File: src/rtl/hdlc_tx_framer_if.sv
// ---------------------------------------------------------------------------
// hdlc_tx_framer_if
// Groups the byte-source handshake and the serial outputs of the HDLC
// transmit framer.
//   Tx_ValidFrame   source -> framer : frame still has bytes to send
//   Tx_Data[7:0]    source -> framer : next payload byte
//   Tx_AbortFrame   source -> framer : abort request (level)
//   Tx_NewByte      framer -> source : Tx_Data consumed at this posedge
//   Tx              framer -> line   : serial bit, LSB first
//   Tx_AbortedTrans framer -> source : pulse on first abort-pattern bit
//   Tx_FrameDone    framer -> source : pulse on last closing-flag bit
// master = byte source, slave = framer.
// ---------------------------------------------------------------------------
interface hdlc_tx_framer_if;
    logic       Tx_ValidFrame;
    logic [7:0] Tx_Data;
    logic       Tx_AbortFrame;
    logic       Tx_NewByte;
    logic       Tx;
    logic       Tx_AbortedTrans;
    logic       Tx_FrameDone;

    modport master (
        output Tx_ValidFrame,
        output Tx_Data,
        output Tx_AbortFrame,
        input  Tx_NewByte,
        input  Tx,
        input  Tx_AbortedTrans,
        input  Tx_FrameDone
    );

    modport slave (
        input  Tx_ValidFrame,
        input  Tx_Data,
        input  Tx_AbortFrame,
        output Tx_NewByte,
        output Tx,
        output Tx_AbortedTrans,
        output Tx_FrameDone
    );
endinterface

File: src/rtl/hdlc_tx_framer.sv
// ---------------------------------------------------------------------------
// hdlc_tx_framer
// Serialises a byte stream into an HDLC frame: opening flag, zero-stuffed
// payload (LSB first), closing flag. An abort request replaces the rest of
// the frame with the abort pattern 0,1111111.
// Ports:
//   Clk  : clock, all state changes on its rising edge
//   Rst  : asynchronous active-low reset
//   bus  : hdlc_tx_framer_if.slave (byte handshake + serial outputs)
// The registered state always describes the bit currently on Tx; the
// combinational block computes the bit (and state) for the next cycle.
// ---------------------------------------------------------------------------
module hdlc_tx_framer (
    input  logic              Clk,
    input  logic              Rst,
    hdlc_tx_framer_if.slave   bus
);

    localparam logic [2:0] S_IDLE       = 3'd0;
    localparam logic [2:0] S_OPEN_FLAG  = 3'd1;
    localparam logic [2:0] S_DATA       = 3'd2;
    localparam logic [2:0] S_STUFF      = 3'd3;
    localparam logic [2:0] S_CLOSE_FLAG = 3'd4;
    localparam logic [2:0] S_ABORT      = 3'd5;

    logic [2:0] r_state;
    logic [2:0] r_bit_cnt;      // index of the flag/abort/data bit on Tx
    logic [2:0] r_ones;         // consecutive data ones, including Tx bit
    logic [7:0] r_shift;        // payload bits still to be sent
    logic       r_tx;
    logic       r_aborted;
    logic       r_frame_done;

    logic [2:0] w_next_state;
    logic [2:0] w_next_bit;
    logic [2:0] w_next_ones;
    logic [7:0] w_next_shift;
    logic       w_next_tx;
    logic       w_new_byte;
    logic       w_abort;
    logic       w_field_end;

    // Flag pattern 0,1,1,1,1,1,1,0 indexed by bit position.
    function automatic logic flag_bit(input logic [2:0] idx);
        return !((idx == 3'd0) || (idx == 3'd7));
    endfunction

    always_comb begin
        // NOTE: every output of this block gets a default first so no path
        // leaves one unassigned; otherwise synthesis infers a latch.
        w_next_state = r_state;
        w_next_bit   = r_bit_cnt;
        w_next_ones  = r_ones;
        w_next_shift = r_shift;
        w_next_tx    = 1'b1;
        w_new_byte   = 1'b0;
        w_field_end  = 1'b0;

        // Abort only acts while a frame is on the line, and wins over
        // stuffing, byte fetch and closing.
        w_abort = bus.Tx_AbortFrame && (r_state != S_IDLE) && (r_state != S_ABORT);

        if (w_abort) begin
            w_next_state = S_ABORT;
            w_next_bit   = 3'd0;
            w_next_ones  = 3'd0;
            w_next_tx    = 1'b0;
        end else begin
            case (r_state)
                S_IDLE: begin
                    if (bus.Tx_ValidFrame) begin
                        w_next_state = S_OPEN_FLAG;
                        w_next_bit   = 3'd0;
                        w_next_ones  = 3'd0;
                        w_next_tx    = 1'b0;
                    end
                end

                S_OPEN_FLAG: begin
                    if (r_bit_cnt == 3'd7) begin
                        w_field_end = 1'b1;
                    end else begin
                        w_next_bit = r_bit_cnt + 3'd1;
                        w_next_tx  = flag_bit(r_bit_cnt + 3'd1);
                    end
                end

                S_DATA, S_STUFF: begin
                    if ((r_state == S_DATA) && (r_ones == 3'd5)) begin
                        // Stuffed zero: shift register and bit index hold.
                        w_next_state = S_STUFF;
                        w_next_ones  = 3'd0;
                        w_next_tx    = 1'b0;
                    end else if (r_bit_cnt == 3'd7) begin
                        // Last data bit, or the stuff bit that follows it.
                        w_field_end = 1'b1;
                    end else begin
                        w_next_state = S_DATA;
                        w_next_bit   = r_bit_cnt + 3'd1;
                        w_next_tx    = r_shift[0];
                        w_next_shift = {1'b0, r_shift[7:1]};
                        w_next_ones  = r_shift[0] ? (r_ones + 3'd1) : 3'd0;
                    end
                end

                S_CLOSE_FLAG: begin
                    if (r_bit_cnt == 3'd7) begin
                        // Back-to-back frames share no idle bits.
                        if (bus.Tx_ValidFrame) begin
                            w_next_state = S_OPEN_FLAG;
                            w_next_bit   = 3'd0;
                            w_next_tx    = 1'b0;
                        end else begin
                            w_next_state = S_IDLE;
                        end
                    end else begin
                        w_next_bit = r_bit_cnt + 3'd1;
                        w_next_tx  = flag_bit(r_bit_cnt + 3'd1);
                    end
                end

                S_ABORT: begin
                    // A new frame must be requested from IDLE.
                    if (r_bit_cnt == 3'd7) begin
                        w_next_state = S_IDLE;
                    end else begin
                        w_next_bit = r_bit_cnt + 3'd1;
                    end
                end

                default: begin
                    w_next_state = S_IDLE;
                    w_next_bit   = 3'd0;
                    w_next_ones  = 3'd0;
                end
            endcase

            if (w_field_end) begin
                if (bus.Tx_ValidFrame) begin
                    // Fetch the next byte; its bit 0 goes out next cycle.
                    // The ones run carries across byte boundaries.
                    w_new_byte   = 1'b1;
                    w_next_state = S_DATA;
                    w_next_bit   = 3'd0;
                    w_next_tx    = bus.Tx_Data[0];
                    w_next_shift = {1'b0, bus.Tx_Data[7:1]};
                    w_next_ones  = bus.Tx_Data[0] ? (r_ones + 3'd1) : 3'd0;
                end else begin
                    w_next_state = S_CLOSE_FLAG;
                    w_next_bit   = 3'd0;
                    w_next_ones  = 3'd0;
                    w_next_tx    = 1'b0;
                end
            end
        end
    end

    // NOTE: the shift register sits on the reset too; it is a handful of
    // flops, and a known value keeps the line deterministic after reset.
    always_ff @(posedge Clk or negedge Rst) begin
        if (!Rst) begin
            r_state      <= S_IDLE;
            r_bit_cnt    <= 3'd0;
            r_ones       <= 3'd0;
            r_shift      <= 8'h00;
            r_tx         <= 1'b1;
            r_aborted    <= 1'b0;
            r_frame_done <= 1'b0;
        end else begin
            // NOTE: non-blocking so every register samples the same
            // pre-edge values regardless of statement order.
            r_state      <= w_next_state;
            r_bit_cnt    <= w_next_bit;
            r_ones       <= w_next_ones;
            r_shift      <= w_next_shift;
            r_tx         <= w_next_tx;
            r_aborted    <= (w_next_state == S_ABORT) && (w_next_bit == 3'd0);
            r_frame_done <= (w_next_state == S_CLOSE_FLAG) && (w_next_bit == 3'd7);
        end
    end

    assign bus.Tx_NewByte      = w_new_byte;
    assign bus.Tx              = r_tx;
    assign bus.Tx_AbortedTrans = r_aborted;
    assign bus.Tx_FrameDone    = r_frame_done;

endmodule

File: src/flat_wrapper.sv
// flat-port wrapper written by rule: the top's interface ports become plain ports
module hdlc_tx_framer_flat 
  (Clk, Rst, bus_Tx_ValidFrame, bus_Tx_Data, bus_Tx_AbortFrame, bus_Tx_NewByte, bus_Tx, bus_Tx_AbortedTrans, bus_Tx_FrameDone);
  hdlc_tx_framer_if bus_i ();
  input  logic Clk;
  input  logic Rst;
  input wire logic [$bits(bus_i.Tx_ValidFrame)-1:0] bus_Tx_ValidFrame;
  input wire logic [$bits(bus_i.Tx_Data)-1:0] bus_Tx_Data;
  input wire logic [$bits(bus_i.Tx_AbortFrame)-1:0] bus_Tx_AbortFrame;
  output wire logic [$bits(bus_i.Tx_NewByte)-1:0] bus_Tx_NewByte;
  output wire logic [$bits(bus_i.Tx)-1:0] bus_Tx;
  output wire logic [$bits(bus_i.Tx_AbortedTrans)-1:0] bus_Tx_AbortedTrans;
  output wire logic [$bits(bus_i.Tx_FrameDone)-1:0] bus_Tx_FrameDone;
  assign bus_i.Tx_ValidFrame = bus_Tx_ValidFrame;
  assign bus_i.Tx_Data = bus_Tx_Data;
  assign bus_i.Tx_AbortFrame = bus_Tx_AbortFrame;
  assign bus_Tx_NewByte = bus_i.Tx_NewByte;
  assign bus_Tx = bus_i.Tx;
  assign bus_Tx_AbortedTrans = bus_i.Tx_AbortedTrans;
  assign bus_Tx_FrameDone = bus_i.Tx_FrameDone;
  hdlc_tx_framer u_core (.Clk(Clk), .Rst(Rst), .bus(bus_i));
endmodule
File: config.mk
export PLATFORM = sky130hd
export DESIGN_NAME = hdlc_tx_framer_flat
export DESIGN_NICKNAME = d
export VERILOG_FILES = /design/src/rtl/hdlc_tx_framer_if.sv /design/src/rtl/hdlc_tx_framer.sv /design/src/flat_wrapper.sv
export SDC_FILE = /design/constraint.sdc
export NUM_CORES = 1
export LEC_CHECK = 0
export CAP_MARGIN = 20
export CORE_UTILIZATION = 45
export DETAILED_ROUTE_END_ITERATION = 10
export GPL_ROUTABILITY_DRIVEN = 0
export PLACE_DENSITY = 0.76
export SLEW_MARGIN = 20
export SYNTH_ARGS = -nofsm -noshare
export SYNTH_HDL_FRONTEND = slang
export SYNTH_SLANG_ARGS = --single-unit
File: constraint.sdc
create_clock -name Clk -period 2 [get_ports Clk]
set_clock_uncertainty 0.05 [all_clocks]
set_input_delay 0.4 -clock Clk [delete_from_list [all_inputs] [get_ports Clk]]
set_output_delay 0.4 -clock Clk [all_outputs]
set_load 0.01 [all_outputs]
**Word-level counts from Yosys, hierarchy flattened**

Cells that the tools add are included.

- Bits in registers: 20
- Input port bits: 12
- Output and inout port bits: 4

- $add $sub $neg: 2
- Eq/ne operators: 15
- Muxes and demuxes: 47
- Reduce and logical (&&, ||, !) cells: 15

Operators by type and width:

| operator | count |
|---|---|
| two-way mux 3 bit | 22 |
| two-way mux 8 bit | 5 |
| == test 3 bit (second input constant) | 8 |
| two-way mux 1 bit | 15 |
| case mux 3 bit (5 select lines) | 1 |
| case mux 3 bit (4 select lines) | 1 |
| logical NOT 3 bit | 3 |
| case mux 3 bit (3 select lines) | 1 |
| adder 3 x 1 -> 3 bit (second input constant) | 2 |
| == test 3 x 2 -> 1 bit (second input constant) | 2 |
| logical AND 1 bit | 5 |
| != test 5 x 3 -> 1 bit (second input constant) | 1 |
| != test 4 x 2 -> 1 bit (second input constant) | 1 |
| case mux 1 bit (4 select lines) | 1 |
| OR reduction 2 bit | 2 |
| == test 3 x 1 -> 1 bit (second input constant) | 1 |
| != test 3 x 1 -> 1 bit (second input constant) | 1 |
| != test 3 bit (second input constant) | 1 |
| AND reduction 3 bit | 1 |
| nonzero test 3 bit | 1 |
| OR reduction 3 bit | 1 |
| case mux 1 bit (2 select lines) | 1 |
| logical NOT 1 bit | 1 |
| logical OR 1 bit | 1 |

**Depth between registers and ports, before layout**

- Depth after elaboration: 9
- Gate-level depth with buffers: 8

**Least setup slack after synthesis**

OpenSTA, ideal clock, no wires.

- Kind: reg-to-output
- Start point: register u_core.r_bit_cnt[0]
- End point: output port bus_Tx_NewByte
- Arrival: 1.541 ns
- Required time: 1.550 ns
- Setup slack: 0.009 ns
- Cell stages (with the launch flop): 7
- Path buffers: 0
- Cell sequence: dfrtp_1 ha_1 ha_1 nor2b_1 o211ai_2 nand2b_1 inv_1

- Longest elaborated chain between the ends: 7

RTL lines:

| item | RTL line | source |
|---|---|---|
| from (decl) | hdlc_tx_framer.sv:27 | `logic [2:0] r_bit_cnt;` |
| from (signal assigned) | hdlc_tx_framer.sv:173 | `r_bit_cnt <= w_next_bit;` |
| == test 3 bit * | hdlc_tx_framer.sv:80, hdlc_tx_framer.sv:94 |  |
| two-way mux 1 bit * | hdlc_tx_framer.sv:80, hdlc_tx_framer.sv:94 |  |
| two-way mux 1 bit | hdlc_tx_framer.sv:89 | `if ((r_state == S_DATA) && (r_ones == 3'd5)) begin` |
| case mux 1 bit (2 select lines) * | hdlc_tx_framer.sv:69 | `case (r_state)` |
| two-way mux 1 bit * | hdlc_tx_framer.sv:63 | `if (w_abort) begin` |
| two-way mux 1 bit * | hdlc_tx_framer.sv:138 | `if (w_field_end) begin` |
| two-way mux 1 bit * | hdlc_tx_framer.sv:63 |  |
| to (decl) | flat_wrapper.sv:10 | `output wire logic [$bits(bus_i.Tx_NewByte)-1:0] bus_Tx_NewByte;` |

Every way passes the cells marked *; elsewhere a longest branch is shown, timed or not. The select of a mux whose other input is x is not followed.

**Worst setup path after layout**

- Start point: register u_core.r_bit_cnt[0]
- End point: register u_core.r_frame_done, in the netlist u_core.bus.Tx_FrameDone

- Longest elaborated chain between the ends: 9
- Elaborated cells between the ends (all ways): 23
- Classes of those cells: add/sub: 1; eq/ne: 3; mux: 18; reduce/logical: 1

RTL lines:

| item | RTL line | source |
|---|---|---|
| parallel branches: the longest is 8 deep, another holds adder 3 x 1 -> 3 bit | n/a |  |
| logical AND 1 bit * | hdlc_tx_framer.sv:178 | `r_frame_done <= (w_next_state == S_CLOSE_FLAG) && (w_next_bit == 3'd7);` |
| to (signal assigned) | hdlc_tx_framer.sv:178 |  |
| to (decl) | hdlc_tx_framer.sv:32 | `logic r_frame_done;` |

Every way passes the cells marked *. The select of a mux whose other input is x is not followed.
A chain may end at the register's enable or synchronous reset.

==> summary.md <==
| Metric | Value |
|---|---|
| Max-slew violations | 0 |
| Largest net degree at the start of global routing | 21 |
| Ys async rst share | 100% |
| Nets | 210 |
| Placed Area | ~1700 sq um |
| CTS tree | built |
| Post-Synth Adder-Cell Area | approximately 7.6% |
| Power density cells | between 1000 and 1500 nW/um^2 |
| Util after Layout | 68.9% |
| Period minus WS final | ~2100 ps |
| Count leader, synth | nor2_1 |
| Setup WS pre-CTS | -248 ps |
| Htree depth | 1 |
| Synth Area in XOR/XNOR | under 10% |
| Status | finished with violations |
| CP cell instances | ha_4, ha_4, buf_6, and2b_2, buf_6, a221o_1, a21oi_2, buf_4, nor4_4 |
| Worst min path class | in2async |
| Row cnt | 19 |
| RSZ-0062 raised after global routing | yes |
| Starting Density | roughly 48% |
| Vias in the first global route | between 1000 and 1500 |
| Core box area | between 2000 and 3000 sq um |
| Final period utilization | 104% |
| Share of post-route cells with drive strength above 1 | between 30% and 40% |
| Cell taking the most area after synthesis | dfrtp_1 |
| Drt total wl | between 3 and 4 mm |
| Yosys top cell area share | approximately 36% |
| Die X | 56.1 um |
| Synth-to-Final Area Change | 44.3% |
| Setup WS post-layout | -70.9 ps |
| DIE AREA | ~3100 sq um |
| Via density | 5.80 |
| Hold Violations, Final | 0 |
| Max stage delay cell, worst path | dfrtp_1 |
| Compound-gate portion of the synthesized area | 21.5% |
| Worst slew pin tran | 390 ps |
| Skew-Pair Late Insertion Delay | 290 ps |
| Residual DRC count | 0 |
| Post-route cell area | 1900 sq um |
| Seq cells post-synth | 20 |
| Max Freq | ~0.48 GHz |
| PortBufs | 15 |
| # setup viols final | 5 |
| Post-Synth Simple-Gate Area | about a quarter |
| Post-Syn Instances | 144 |
| Clk root buf | clkbuf_4 |
| Post-synthesis sequential area ratio | 38.1% |
| Commonest cells in the netlist | nor2_1, dfrtp_1, inv_1 |
| Tot Pwr | 2.03 mW |
| Dpl cells | 210 |
| GRT overflow | 0 |
| Data arrival, critical path | 2230 ps |
| Boundary pin count | 16 |
| Kind of critical path | reg2reg |
| Max incr delay on CP | 440 ps |
| Worst EP required | between 2000 and 2500 ps |
| Synth cell types | 46 |
| Mapped Nets | around 160 |
| Ys flop type | dfrtp_1 |
| Area of the mapped netlist | roughly 1300 sq um |
| # diodes | 0 |
| Clock Sinks | 20 |
| Post-synth EDFFs | 0 |
| All-Layer GR Usage | between 20% and 30% |
| Critical Path Fanout Max | 3 |
| Worst slew margin | roughly 74% |
| Finished Layout Cells | 220 |
| CTS Buf Count | 3 |
| Register area | 502 sq um |
| Initial DRT Pass Iterations | 4 |
| P_leak | approximately 0.9 nW |
| Drt wl/cell | 16.7 um |
| Die height | around 56 um |
| Failing checks | negative setup slack |
| HPWL Detailed | about 2.6 mm |
| CP startpoint kind | register |
| Syn. warnings | 0 |
| Longest Clk Path Bufs | 2 |
| # Max-Cap Violations | 0 |
| FILL cells | approximately 190 |
| Synth top area cells | dfrtp_1, ha_1, nor2_1 |
| Routed via count | roughly 1300 |
| Global-route wire length before repair | between 5 and 6 mm |
| Syn Area/Cell | 9.14 sq um |
| Multiplexer share of the synthesized area | about 2.4% |
| Clock slew at reported path FFs | about 110 ps |
| CP endpoint kind | register |
| Multi-input gate area | between 800 and 900 sq um |
| Main combinational cell family by area after synthesis | simple AND/OR/NAND/NOR gates |
| Final ANT Viol Nets | 0 |
| 1st-iter DRT viols | 35 |
| Initial antenna violation count | 0 |
| VDD IR max | 0.000840 V |
[what timing repair did]
action	in CTS	in global routing
endpoints found under the setup margin	14	11
hold endpoints to repair	0	0
gates resized for setup	25	9
pin swaps	11	8
hold buffers	0	0
setup buffers	4	2
[flip-flops by register name, summed over array words and instances, names as in the netlist]
signal,cells
u_core.r_ones,3
u_core.bus.Tx,1
u_core.bus.Tx_FrameDone,1
u_core.r_state,3
u_core.bus.Tx_AbortedTrans,1
u_core.r_bit_cnt,3
u_core.r_shift,8
[cell usage in the layout (no fill, tap or decap), types with 2 or more instances in the layout]
cell / count
buf_4: 27
nor2_1: 26
dfrtp_1: 19
clkdlybuf4s50_1: 14
inv_1: 10
o22ai_1: 7
nand2_1: 6
nand2b_4: 5
a21oi_1: 5
ha_1: 5
buf_6: 4
nand2b_1: 3
nand3b_1: 3
o21ai_0: 3
and3_1: 3
a21oi_2: 3
ha_4: 3
clkbuf_4: 3
o21a_1: 2
o211ai_1: 2
nor3_2: 2
or3_1: 2
o31a_1: 2
mux2i_1: 2
[metal layers]
metal  track usage, %  vias up  wire length, um
met1             28.7      620             1520
met5                0        -                0
met4             9.41        0              122
li1                 -      598                -
met3             3.72       12              156
met2             42.7       46             1880
[stage by stage]
stage	hold WS, ps	setup TNS, ps
6_report	372	-239
5_1_grt	380	-503
4_1_cts	374	-39.1
3_5_place_dp	451	-717
3_3_place_gp	440	-408
2_1_floorplan	54.4	0
[power breakdown]
group,switching [mW],total (mW),internal [mW]
clock network,0.117,0.228,0.111
registers,0.0954,0.617,0.522
logic,0.593,1.18,0.587
total,0.806,2.03,1.22
[logic make-up after synthesis]
logic type,count (synthesis)
simple gates,58
xor+xnor,1
compound gates,39
flops,20
buf+inv,15
mux,3
fa+ha+maj,8
[worst max-delay path, delay by kind of cell (launching register included)]
kind                     cells  cell delay (ps)
AND/OR/NAND/NOR              2              510
flip-flops                   1              440
buffers and inverters        3              360
adder cells (fa/ha/maj)      2              350
AO/OA/AOI/OAI                2              280
[final timing paths]
check / startpoint / depth (start not counted) / slack [ps] / to
min in group Clk: u_core.r_shift[1]$_DFFE_PN0N_ / 2 / 470 / u_core.r_shift[1]$_DFFE_PN0N_
max in group asynchronous: Rst / 2 / 1260 / u_core.bus.Tx$_DFF_PN1_
worst min register to register: u_core.r_shift[1]$_DFFE_PN0N_ / 2 / 470 / u_core.r_shift[1]$_DFFE_PN0N_
worst min-delay path: Rst / 2 / 370 / u_core.bus.Tx_AbortedTrans$_DFF_PN0_
worst max-delay path: u_core.r_bit_cnt[0]$_DFF_PN0_ / 9 / -70 / u_core.bus.Tx_FrameDone$_DFF_PN0_
worst max register to register: u_core.r_bit_cnt[0]$_DFF_PN0_ / 9 / -70 / u_core.bus.Tx_FrameDone$_DFF_PN0_
[cell type report]
type                       count  share of cell area [%]
tap                           31                    2.04
clock buffer                   4                    1.91
multi-input combinational    109                    47.0
inverter                      11                    2.17
sequential                    20                    26.4
timing repair buffer          45                    20.4
(Power assumes the default switching activity.)
==> variant (same flow settings) <==
Take the reset off `r_shift` and load it in a clocked block of its own.
--- a/src/rtl/hdlc_tx_framer.sv
+++ b/src/rtl/hdlc_tx_framer.sv
@@ -164,3 +164,2 @@
             r_ones       <= 3'd0;
-            r_shift      <= 8'h00;
             r_tx         <= 1'b1;
@@ -174,3 +173,2 @@
             r_ones       <= w_next_ones;
-            r_shift      <= w_next_shift;
             r_tx         <= w_next_tx;
@@ -179,2 +177,6 @@
         end
+    end
+
+    always_ff @(posedge Clk) begin
+        r_shift <= w_next_shift;
     end
Behaviour: no difference found for any inputs over 10 cycles, from zero or initial values and one cycle with Rst low; that may be too few to reach the edited logic, so the function may still have changed.
==> variant against the original RTL <==
  * The flow finishes with violations (design-rule violations)
  * Total power rose by 20%
  * Area after synthesis rose by 4.4%
  * Via count fell by 1.4%
  * Routed wire length fell by 4.8%
  * Clock power rose by 53%
  * Final area rose by 3.3%
  * Global-route usage fell by 2.1 points
  * Setup slack improved by 0.073 ns
  * Sequential cell count did not move
  * Synthesized cell count did not move
  * Core utilization rose by 0.47 points
  * Critical path depth fell by 3
  * Largest cell class unchanged
  * Largest power group unchanged
  * Highest routed layer unchanged
==> variant: results <==
metrics = {
    "grt": {
        "antenna_found_initial": 0,
        "grt_usage_pct": 21.9,
        "grt_max_degree": 19,
        "first_global_vias": 1179,
        "grt_pass1_wl_um": 5470,
    },
    "synthesis": {
        "synth_fa_ha_area_share_pct": 7.29,
        "yosys-mux-area-fraction_pct": 7.38,
        "synth_ff_type": "dfrtp_1",
        "ys_types": 45,
        "synth_edf_count": 8,
        "synth_xor_area_share_pct": 0,
        "synthArstFlopShare_pct": 60.0,
        "netlist_top_cells_count": "nor2_1 (22), dfrtp_1 (11), a21oi_1 (10)",
        "synth_compound_area_share_pct": 18.9,
        "ys_seq_area_share_pct": 39.4,
        "netlist_top_cells_area": "dfrtp_1 (20%), edfxtp_1 (17%), ha_1 (7.3%), mux2i_1 (6.6%), nor2_1 (6.0%)",
    },
    "detailed_routing": {
        "drt_wl_total_um": 3500,
        "vias_per_cell": 5.72,
        "post-route-drc-count": 4,
        "firstDrtPassIters": 8,
    },
    "pwr": {
        "netSwitchingPower_mw": 0.923,
        "vdd_drop_max_mv": 0.838,
        "power.leakage_nw": 0.903,
    },
    "clock_tree": {
        "clk_latency_ns": 0.32,
    },
    "setup_path": {
        "crit_arrival_ns": 1.55,
        "worst-path-max-fanout": 2,
    },
    "run_status": {
        "outcome": "finished, violations left",
        "violations": "design-rule violations",
    },
    "cells_and_area": {
        "largest_reg_flops": 8,
        "layout.nets": 210,
        "layout-drive-gt1-share_pct": 33.9,
    },
    "timing": {
        "setup_viol": 0,
        "max_slew_margin_pct": 59.8,
    },
    "place": {
        "dp_slack_ns": -0.240,
        "dp_hpwl_um": 2370,
    },
}
==> variant: changes by cell type after synthesis, moves of 3 or more <==
cell,change
inv_1,-3
o22ai_1,-5
nor2_1,-4
nor2b_1,+4
dfrtp_1,-8
mux2i_1,+7
nand2b_1,-3
nand2_1,+3
a21oi_1,+3
edfxtp_1,+8
==> variant: final cells by class <==
class,instances,area (um2),share of cell area (%)
multi-input combinational,109,891,45.4
sequential,20,542,27.6
timing repair buffer,46,395,20.2
inverter,10,42.5,2.17
tap,31,38.8,1.98
clock inverter,1,30.0,1.53
clock buffer,3,22.5,1.15
==> variant: worst paths after layout <==
check,startpoint,slack [ns],cells past startpoint,endpoint
max,u_core.r_bit_cnt[0],0.002,6,bus_Tx_NewByte
min,Rst,0.39,1,u_core.bus.Tx_FrameDone
max reg2reg,u_core.r_bit_cnt[1],0.002,8,u_core.r_ones[2]
min reg2reg,u_core.r_shift[7],0.56,1,u_core.r_shift[7]
max in group asynchronous,Rst,1.13,1,u_core.r_bit_cnt[0]
min in group Clk,bus_Tx_ValidFrame,0.54,3,u_core.r_state[2]
==> variant: routing by layer <==
metal	vias to the layer above	global-route usage [%]	wire [um]
met5	-	0	0
met3	7	2.27	175
met1	602	29.8	1490
met4	0	8.36	59
li1	604	-	-
met2	45	36.1	1780
==> variant: repair_timing <==
action | 4_1_cts | 5_1_grt
buffers inserted | 1 | 4
endpoints found under the setup margin | 15 | 9
gates resized for setup | 20 | 12
pin swaps | 9 | 11
cloned | 0 | 0
==> variant: power groups by stage <==
stage	logic, mW	clock network (mW)	registers [mW]
after global placement	1.06	0	0.720
final	1.35	0.349	0.735
after detailed placement	1.09	0	0.732
after CTS	1.19	0.354	0.731
after floorplan	0.686	0	0.732
after global routing	1.46	0.360	0.749
==> variant: cells by family (layout without fill, tap and decap cells) <==
family                   Yosys count  count (layout)
multiplexers                      10              10
AO/OA/AOI/OAI                     35              35
AND/OR/NAND/NOR                   56              56
adder cells (fa/ha/maj)            8               8
flip-flops                        20              20
buffers and inverters             15              60
==> variant: worst max-delay path, stage by stage, from the launching register on <==
cell	delay (ns)
dfrtp_1	0.39
ha_2	0.21
ha_4	0.15
nor2b_4	0.16
o211ai_2	0.10
nor2_2	0.09
buf_2	0.13
==> variant: metrics by stage <==
stage / cell area (um2) / instances
final: 1960 / 220
after global routing: 1960 / 220
after CTS: 1860 / 216
after detailed placement: 1730 / 211
after global placement: 1730 / 211
after floorplan: 1380 / 144
